`src/rtl/clock_recovery_pkg.sv`:
```
// Shared widths, event payload and helpers for the io clock recovery block.
package clock_recovery_pkg;

  localparam int unsigned RATE_COUNTER_WIDTH = 16;

  typedef struct packed {
    logic rising;
    logic falling;
    logic any;
  } recovered_events_s;

  // Width of a match counter that must hold 0..lock_count inclusive
  function automatic int unsigned lock_cnt_width(input int unsigned lock_count);
    return (lock_count < 1) ? 1 : $clog2(lock_count + 1);
  endfunction

endpackage

```
`src/rtl/clock_recovery_phase_rate_tracker.sv`:
```
// Holds one phase's measured length, compares each new measurement against it
// within a tolerance and declares lock after enough consecutive matches.
module clock_recovery_phase_rate_tracker
  import clock_recovery_pkg::*;
#(
  parameter int unsigned LOCK_COUNT = 4,
  parameter int unsigned TOLERANCE  = 1
) (
  input  logic                          clk,
  input  logic                          rst,
  input  logic                          clear_all,
  input  logic                          clear_lock,
  input  logic                          meas_valid,
  input  logic [RATE_COUNTER_WIDTH-1:0] meas,
  output logic [RATE_COUNTER_WIDTH-1:0] rate,
  output logic                          locked,
  output logic                          locked_nxt_c
);

  localparam int unsigned W  = RATE_COUNTER_WIDTH;
  localparam int unsigned MW = lock_cnt_width(LOCK_COUNT);
  localparam logic [MW-1:0] MATCH_MAX = MW'(LOCK_COUNT);

  logic [MW-1:0] match_q;
  logic [MW-1:0] match_nxt;
  logic [W-1:0]  rate_nxt;
  logic          have_rate_q;
  logic          have_rate_nxt;
  logic [W:0]    diff;
  logic [W:0]    abs_diff;
  logic          in_tol;

  // Clears take priority over a pending measurement
  always_comb begin
    diff          = {1'b0, meas} - {1'b0, rate};
    abs_diff      = diff[W] ? (~diff + (W+1)'(1)) : diff;
    in_tol        = have_rate_q && (abs_diff <= (W+1)'(TOLERANCE));
    match_nxt     = match_q;
    rate_nxt      = rate;
    have_rate_nxt = have_rate_q;
    if (clear_all) begin
      match_nxt     = '0;
      rate_nxt      = '0;
      have_rate_nxt = 1'b0;
    end else if (clear_lock) begin
      match_nxt = '0;
    end else if (meas_valid) begin
      rate_nxt      = meas;
      have_rate_nxt = 1'b1;
      if (in_tol) begin
        match_nxt = (match_q == MATCH_MAX) ? MATCH_MAX : match_q + MW'(1);
      end else begin
        match_nxt = '0;
      end
    end
    locked_nxt_c = (match_nxt == MATCH_MAX);
  end

  always_ff @(posedge clk or posedge rst) begin
    if (rst) begin
      rate        <= '0;
      match_q     <= '0;
      have_rate_q <= 1'b0;
      locked      <= 1'b0;
    end else begin
      rate        <= rate_nxt;
      match_q     <= match_nxt;
      have_rate_q <= have_rate_nxt;
      locked      <= locked_nxt_c;
    end
  end

endmodule

```
`src/rtl/clock_recovery.sv`:
```
// Synchronises an external io clock into the sys domain, emits per-edge pulses
// and measures/locks the high and low phase lengths in sys cycles.
module clock_recovery
  import clock_recovery_pkg::*;
#(
  parameter int unsigned SYNC_STAGES = 2,
  parameter int unsigned LOCK_COUNT  = 4,
  parameter int unsigned TOLERANCE   = 1
) (
  input  logic                          clk,
  input  logic                          rst,
  input  logic                          recovery_en_i,
  input  logic                          clear_state_i,
  input  logic                          io_clk_i,
  output logic [2:0]                    recovered_events_o,
  output logic [RATE_COUNTER_WIDTH-1:0] high_rate_o,
  output logic [RATE_COUNTER_WIDTH-1:0] low_rate_o,
  output logic                          high_locked_o,
  output logic                          low_locked_o,
  output logic                          fully_locked_in_o,
  output logic                          rate_overflow_o
);

  localparam int unsigned W = RATE_COUNTER_WIDTH;
  localparam logic [W-1:0] CNT_MAX = '1;

  logic [SYNC_STAGES-1:0] sync_q;
  logic                   sync_s;
  logic                   prev_q;
  logic                   rise_c;
  logic                   fall_c;
  logic                   edge_c;
  logic                   sat_c;
  logic                   clear_lock_c;
  logic [W-1:0]           cnt_q;
  logic                   primed_q;
  logic                   meas_valid_q;
  logic                   meas_high_q;
  logic [W-1:0]           meas_q;
  recovered_events_s      events_q;
  logic                   high_lock_nxt;
  logic                   low_lock_nxt;

  assign sync_s       = sync_q[SYNC_STAGES-1];
  assign rise_c       = sync_s & ~prev_q;
  assign fall_c       = ~sync_s & prev_q;
  assign edge_c       = rise_c | fall_c;
  assign sat_c        = recovery_en_i && !edge_c && (cnt_q == CNT_MAX);
  assign clear_lock_c = !recovery_en_i || sat_c;

  assign recovered_events_o = events_q;

  // Synchroniser and prev flop keep running while disabled so enabling never fakes an edge
  always_ff @(posedge clk or posedge rst) begin
    if (rst) begin
      sync_q          <= '0;
      prev_q          <= 1'b0;
      cnt_q           <= '0;
      primed_q        <= 1'b0;
      meas_valid_q    <= 1'b0;
      meas_high_q     <= 1'b0;
      meas_q          <= '0;
      events_q        <= '0;
      rate_overflow_o <= 1'b0;
    end else begin
      sync_q       <= {sync_q[SYNC_STAGES-2:0], io_clk_i};
      prev_q       <= sync_s;
      events_q     <= '0;
      meas_valid_q <= 1'b0;
      if (clear_state_i) begin
        cnt_q           <= '0;
        primed_q        <= 1'b0;
        rate_overflow_o <= 1'b0;
      end else if (!recovery_en_i) begin
        cnt_q    <= '0;
        primed_q <= 1'b0;
      end else if (edge_c) begin
        events_q     <= '{rising: rise_c, falling: fall_c, any: 1'b1};
        cnt_q        <= '0;
        primed_q     <= 1'b1;
        meas_valid_q <= primed_q;
        meas_high_q  <= fall_c;
        meas_q       <= (cnt_q == CNT_MAX) ? CNT_MAX : cnt_q + W'(1);
      end else if (sat_c) begin
        rate_overflow_o <= 1'b1;
        primed_q        <= 1'b0;
      end else begin
        cnt_q <= cnt_q + W'(1);
      end
    end
  end

  // A falling edge ends a high phase; a rising edge ends a low phase
  clock_recovery_phase_rate_tracker #(
    .LOCK_COUNT (LOCK_COUNT),
    .TOLERANCE  (TOLERANCE)
  ) u_high (
    .clk          (clk),
    .rst          (rst),
    .clear_all    (clear_state_i),
    .clear_lock   (clear_lock_c),
    .meas_valid   (meas_valid_q & meas_high_q),
    .meas         (meas_q),
    .rate         (high_rate_o),
    .locked       (high_locked_o),
    .locked_nxt_c (high_lock_nxt)
  );

  clock_recovery_phase_rate_tracker #(
    .LOCK_COUNT (LOCK_COUNT),
    .TOLERANCE  (TOLERANCE)
  ) u_low (
    .clk          (clk),
    .rst          (rst),
    .clear_all    (clear_state_i),
    .clear_lock   (clear_lock_c),
    .meas_valid   (meas_valid_q & ~meas_high_q),
    .meas         (meas_q),
    .rate         (low_rate_o),
    .locked       (low_locked_o),
    .locked_nxt_c (low_lock_nxt)
  );

  // Built from next-state so it moves in the same cycle as the per-phase locks
  always_ff @(posedge clk or posedge rst) begin
    if (rst) begin
      fully_locked_in_o <= 1'b0;
    end else begin
      fully_locked_in_o <= high_lock_nxt & low_lock_nxt;
    end
  end

endmodule
```
`config.mk`:
```
export PLATFORM = sky130hd
export DESIGN_NAME = clock_recovery
export DESIGN_NICKNAME = d
export VERILOG_FILES = /design/src/rtl/clock_recovery_pkg.sv /design/src/rtl/clock_recovery_phase_rate_tracker.sv /design/src/rtl/clock_recovery.sv
export SDC_FILE = /design/constraint.sdc
export NUM_CORES = 1
export LEC_CHECK = 0
export CAP_MARGIN = 0
export CORE_MARGIN = 2
export CORE_UTILIZATION = 40
export CTS_BUF_LIST = sky130_fd_sc_hd__clkbuf_4
export CTS_CLUSTER_DIAMETER = 30
export DETAILED_ROUTE_END_ITERATION = 6
export SETUP_SLACK_MARGIN = 0.15
export SLEW_MARGIN = 30
export SYNTH_ARGS = -nofsm -noshare
export SYNTH_HDL_FRONTEND = slang
export SYNTH_SLANG_ARGS = --single-unit
export TNS_END_PERCENT = 5
```
`constraint.sdc`:
```
create_clock -name clk -period 6.3 [get_ports clk]
set_input_delay 1.89 -clock clk [delete_from_list [all_inputs] [get_ports clk]]
set_output_delay 1.89 -clock clk [all_outputs]
set_load 0.02 [all_outputs]
```
Word-level counts from Yosys, hierarchy flattened
Cells that the tools add are included.
- bits in registers: 85
- input port bits: 5
- reduce and logical (&&, ||, !) cells: 15
- magnitude comparators: 2
- muxes and demuxes: 43
- add/sub/neg operators: 7
- bitwise operators: 12
- equal/unequal tests: 9
- operators by type and width (operator ; number):
    two-way mux 16 bit ; 11
    two-way mux 3 bit ; 13
    adder 17 x 1 -> 17 bit, second input constant ; 2
    less-or-equal comparator 17 x 1 -> 1 bit, second input constant ; 2
    two-way mux 17 bit ; 2
    NOT 17 bit ; 2
    subtractor 16 x 16 -> 17 bit ; 2
    two-way mux 1 bit ; 17
    adder 16 x 1 -> 16 bit, second input constant ; 1
    equality test 16 bit, second input constant ; 1
    equality test 3 bit, second input constant ; 4
    nonzero test 2 bit ; 4
    adder 3 x 1 -> 3 bit, second input constant ; 2
    AND reduction 3 bit ; 2
    bitwise AND 1 bit ; 5
    logical AND 1 bit ; 4
    != test 2 bit, second input constant ; 2
    != test 4 x 1 -> 1 bit, second input constant ; 1
    != test 4 bit, second input constant ; 1
    NOT 1 bit ; 4
    AND reduction 2 bit ; 2
    zero test 1 bit ; 2
    logical OR 1 bit ; 1
    bitwise OR 1 bit ; 1

Longest topological paths before layout
- depth in word-level cells: 12
- depth in mapped cells: 15
- mapped depth without buffers: 14

By module
A second synthesis with hierarchy kept.
- cell total of the unflattened synthesis: 840
- area total of the unflattened synthesis: 6812.8 µm²
- by module, submodules not included (module ; instances ; sequential area each (µm²) ; cells each ; area an instance (µm²)):
    clock_recovery_phase_rate_tracker (u_high) ; 1 ; 525.5 ; 355 ; 2632.5
    clock_recovery_phase_rate_tracker (u_low) ; 1 ; 525.5 ; 310 ; 2326.0
    clock_recovery ; 1 ; 1076.0 ; 175 ; 1854.3

Least setup slack after synthesis
OpenSTA, ideal clock, no wires.
- path type: reg-to-reg
- start point: register u_low.rate[0]
- end point: register u_low.match_q[0]
- cell stages (with the launch flop): 13
- clock period less this slack: 3.677 ns
- setup slack: 2.623 ns
- arrival time: 3.600 ns
- path through: dfrtp_1 > ha_1 > fa_1 > nand2b_1 > a21o_2 > a311o_1 > or4_1 > o21ai_1 > a21boi_1 > o211ai_1 > or3_1 > a211o_1 > a21oi_1
- word-level cells in the longest chain between the ends: 10
- ends and longest elaborated chain (element ; RTL line ; RTL):
    start, declared ; clock_recovery_phase_rate_tracker.sv:15 ; output logic [RATE_COUNTER_WIDTH-1:0] rate,
    start signal, assigned ; clock_recovery_phase_rate_tracker.sv:66 ; rate <= rate_nxt;
    subtractor 16 x 16 -> 17 bit (*) ; clock_recovery_phase_rate_tracker.sv:35 ; diff = {1'b0, meas} - {1'b0, rate};
    NOT 17 bit ; clock_recovery_phase_rate_tracker.sv:36 ; abs_diff = diff[W] ? (~diff + (W+1)'(1)) : diff;
    adder 17 x 1 -> 17 bit ; clock_recovery_phase_rate_tracker.sv:36 ;
    two-way mux 17 bit (*) ; clock_recovery_phase_rate_tracker.sv:36 ;
    less-or-equal comparator 17 x 1 -> 1 bit (*) ; clock_recovery_phase_rate_tracker.sv:37 ; in_tol = have_rate_q && (abs_diff <= (W+1)'(TOLERANCE));
    logical AND 1 bit (*) ; clock_recovery_phase_rate_tracker.sv:37 ;
    two-way mux 3 bit (*) ; clock_recovery_phase_rate_tracker.sv:50 ; if (in_tol) begin
    two-way mux 3 bit (*) ; clock_recovery_phase_rate_tracker.sv:47 ; end else if (meas_valid) begin
    two-way mux 3 bit (*) ; clock_recovery_phase_rate_tracker.sv:45 ; end else if (clear_lock) begin
    two-way mux 3 bit (*) ; clock_recovery_phase_rate_tracker.sv:41 ; if (clear_all) begin
    net u_low.match_nxt[0] ; clock_recovery_phase_rate_tracker.sv:25 ; logic [MW-1:0] match_nxt;
    end signal, assigned ; clock_recovery_phase_rate_tracker.sv:67 ; match_q <= match_nxt;
    end, declared ; clock_recovery_phase_rate_tracker.sv:24 ; logic [MW-1:0] match_q;
Mark *: on every way through the listed nets, which the timed path passes. The rest lies on a longest branch.
A chain may end at the register's enable or synchronous reset.

Worst setup path in the final report
- start point: register meas_q[0]
- end point: register u_low.locked
- word-level cells in the longest chain between the ends: 11
- ends and longest elaborated chain (element ; RTL line ; RTL):
    start, declared ; clock_recovery.sv:39 ; logic [W-1:0] meas_q;
    start signal, assigned ; clock_recovery.sv:83 ; meas_q <= (cnt_q == CNT_MAX) ? CNT_MAX : cnt_q + W'(1);
    subtractor 16 x 16 -> 17 bit (*) ; clock_recovery_phase_rate_tracker.sv:35 ;
    NOT 17 bit ; clock_recovery_phase_rate_tracker.sv:36 ;
    adder 17 x 1 -> 17 bit ; clock_recovery_phase_rate_tracker.sv:36 ;
    two-way mux 17 bit (*) ; clock_recovery_phase_rate_tracker.sv:36 ;
    less-or-equal comparator 17 x 1 -> 1 bit (*) ; clock_recovery_phase_rate_tracker.sv:37 ;
    logical AND 1 bit (*) ; clock_recovery_phase_rate_tracker.sv:37 ;
    two-way mux 3 bit (*) ; clock_recovery_phase_rate_tracker.sv:50 ;
    two-way mux 3 bit (*) ; clock_recovery_phase_rate_tracker.sv:47 ;
    two-way mux 3 bit (*) ; clock_recovery_phase_rate_tracker.sv:45 ;
    two-way mux 3 bit (*) ; clock_recovery_phase_rate_tracker.sv:41 ;
    equality test 3 bit (*) ; clock_recovery_phase_rate_tracker.sv:56 ; locked_nxt_c = (match_nxt == MATCH_MAX);
    net low_lock_nxt ; clock_recovery.sv:42 ; logic low_lock_nxt;
    end signal, assigned ; clock_recovery_phase_rate_tracker.sv:69 ; locked <= locked_nxt_c;
    end, declared ; clock_recovery_phase_rate_tracker.sv:16 ; output logic locked,
Marked as above.

==> results by group <==
Status
  – Status: finished, final reports clean

Placement
  – Dpl cell area: 7510 sq um
  – Gpl congestion: 0.901
  – DP Worst Slack: 2.10 ns
  – DP Cell Count: between 1,000 and 1,500
  – HPWL reported at the end of detailed placement: 13.7 mm
  – IO buf count: 43

Clock network
  – H-Tree Level Count: 3
  – Skew-Pair Late Insertion Delay: 0.48 ns
  – Num CTS Buffers: 9
  – Clock slew at reported path FFs: 0.15 ns
  – Root buf cell: clkbuf_4
  – Clk sinks: 85
  – CTS tree: done
  – CTS resizes: 0
  – Hold_buf cts: 0
  – Setup Buffers After CTS: 0
  – Maximum clock insertion buffer count: 2

Timing
  – WHS: 0.365 ns
  – Skew final: 0.0202 ns
  – Period minus WS final: 4.18 ns
  – RSZ-0062 raised after global routing: false
  – Tightest Pin Transition: between 0.8 and 0.9 ns
  – Finish-stage setup viols: 0
  – Maximum clock frequency: 239 MHz
  – TNS Setup: 0 ns
  – Final period util: 66.4%
  – Fin. Hold Viols: 0
  – Final WS setup: 2.12 ns
  – Rel. slew slack: 45.1%
  – Max Slew Vio Count: 0

Critical path
  – CP arrival: 4.60 ns
  – CP max-delay cell: dfrtp_1
  – Critical Path End: u_low.locked
  – Critical path's top delay family: compound AO/OA/AOI/OAI gates
  – CP Launch Type: flop
  – Reg-to-reg slack, setup: approximately 2.1 ns
  – Largest stage delay, worst path: 0.50 ns
  – Worst-path fanout max: 5
  – Req. time, crit path: 6.71 ns
  – Critical path class: flop to flop
  – Setup crit end kind: flop
  – Worst path depth: 14
  – Worst r2r dst: u_low.locked
  – WP buf/inv: 1
  – Worst R2R Start: meas_q[0]
  – CP cell instances: inv_1, ha_1, fa_1, nand2b_1, a21oi_1, o31ai_2, o41ai_1, or2_2, nand4_1, o311ai_2, o211ai_1, o41ai_1, o211ai_1, nor3_1
  – Crit path from: meas_q[0]
  – Reg2reg path depth: 14

Routing
  – Vias per cell: between 5 and 6
  – Antenna viol nets, final: 0
  – Post-DR wirelength/cell: 16.4 um
  – DRT iter0 DRCs: 390
  – Residual DRC: 0
  – Detailed Routing Iterations Pass 1: 5
  – Vias: 6,208
  – Routed wire length: 18.2 mm

Finish
  – Most common cell after layout, fill and taps aside: nand2_1
  – FILL cells: about 1,700
  – Final Core Density: 44.6%
  – Leading cell types in the layout, fill and taps excluded: nand2_1 (128), dfrtp_1 (85), a21oi_1 (70), nor2_1 (70), inv_1 (56)
  – Fin area: ~7600 sq um
  – Synthesis-to-finish area growth: 10.5%
  – Final nets: approximately 930
  – Post-route insts no fill: 1,110
  – Layout cells sized above 1: 7.13%

Power
  – Switching Share: roughly 32%
  – P_int: 0.727 mW
  – Leakage: roughly 3.3 nW
  – Worst vdd ir: 0.123 mV
  – Combinational share of power: between 20% and 30%
  – Pwr per Cell Area: 141 nW/um^2
  – Final Power: about 1.1 mW
  – P_sw: 0.350 mW
  – Clock power share: between 20 and 30%
  – Sequential share of power: 51.9%

Synth
  – Syn Std Cell Area: 6910 sq um
  – Syn nets: approximately 900
  – Syn Area/Cell: 8.09 sq um
  – Post-Synthesis Cells: around 850
  – Sequential area share after synthesis: 30.8%
  – FF+latch count, synth: 85
  – Synth cell types: 97
  – Number of enable flip-flop cells after synthesis: 0
  – Ys async rst share: 100%
  – Synth warnings: 0
  – Synth Flop Type: dfrtp_1

Min path
  – Min-delay worst type: flop to flop

Floorplan
  – # IOs: between 40 and 50
  – Initial core utilization: 40.4%
  – Num rows: 48
  – Die Wd: roughly 140 um
  – Die area: 18,300 sq um
  – Core ar.: 17,100 sq um
  – Die H: between 100 and 150 um

Global route
  – Vias in the first global route: 5,906
  – GR Util All Layers: between 20 and 25%
  – First-pass GRT wire length: 30.3 mm
  – GRT Residual Overflow: 0
  – Largest net degree at the start of global routing: 45
  – Antenna violations before repair: 1

Run
  – Max-cap violations: 0
[how the worst min path moves through the flow]
stage | cells past startpoint | start | end
global route | 0 | sync_q[0] | sync_q[1]
CTS | 0 | sync_q[0] | sync_q[1]
finish | 0 | sync_q[0] | sync_q[1]
global placement | 0 | sync_q[0] | sync_q[1]
floorplan | 0 | sync_q[0] | sync_q[1]
detailed placement | 0 | sync_q[0] | sync_q[1]
[area by class of cell]
type,instances,area (sq um),area share (%)
inverter,57,215,2.82
timing repair buffer,47,458,6.00
clock buffer,11,82.6,1.08
antenna,1,2.50,0.0328
sequential,85,2130,27.9
clock inverter,5,33.8,0.442
multi-input combinational,679,4440,58.1
tap,225,282,3.69
[state kept, by name, summed over array words and instances (netlist names)]
register,count
meas_high_q,1
rate_overflow_o,1
prev_q,1
u_low.match_q,3
u_high.locked,1
u_high.match_q,3
meas_q,16
sync_q,2
u_low.rate,16
u_high.rate,16
primed_q,1
u_low.locked,1
u_low.have_rate_q,1
recovered_events_o,3
u_high.have_rate_q,1
meas_valid_q,1
cnt_q,16
fully_locked_in_o,1
[Yosys cell counts (all sizes together), types with 12 or more instances]
library cell	n	area share, %
a211oi	13	1.7
o21ai	39	2.8
nand3	25	1.8
dfrtp	85	31
and3	12	1.1
xor2	16	2.0
a21o	18	2.1
ha	42	7.6
nor2	71	3.9
a21oi	73	5.4
inv	57	3.1
nor3	29	2.2
clkbuf	23	1.2
nand2	128	7.0
and2	12	1.1
xnor2	20	2.6
[power by group through the flow]
stage | Clock (mW) | Sequential, mW | Combinational, mW
CTS | 0.300 | 0.559 | 0.228
global route | 0.320 | 0.560 | 0.255
global placement | 0 | 0.569 | 0.227
detailed placement | 0 | 0.569 | 0.226
floorplan | 0 | 0.567 | 0.178
finish | 0.288 | 0.559 | 0.230
[cells by family (layout without fill, tap and decap cells)]
group / after synthesis / count (layout) / synth area share [%]
other: 0 / 1 / 0
xor gates and xnor gates: 36 / 36 / 4.67
adders and majority gates: 44 / 44 / 8.18
buffers and inverters: 90 / 120 / 5.14
and+or+nand+nor: 358 / 358 / 25.8
DFF: 85 / 85 / 30.8
muxes: 3 / 3 / 0.434
AOI/OAI and AO/OA: 238 / 238 / 25.0
[worst reg2reg max path: stages, from the launching register on]
cell      delay [ns]
dfrtp_1         0.50
inv_1           0.10
ha_1            0.24
fa_1            0.42
nand2b_1        0.22
a21oi_1         0.31
o31ai_2         0.16
o41ai_1         0.50
or2_2           0.25
nand4_1         0.12
o311ai_2        0.30
o211ai_1        0.19
o41ai_1         0.39
o211ai_1        0.22
nor3_1          0.23
[per-layer routing]
layer / GRT usage, % / routed length, um
met1: 29.7 / 9210
met3: 3.11 / 667
met2: 32.7 / 8000
met5: 0 / 0
met4: 5.03 / 282
Note: power is estimated with default switching activity, not from simulation.
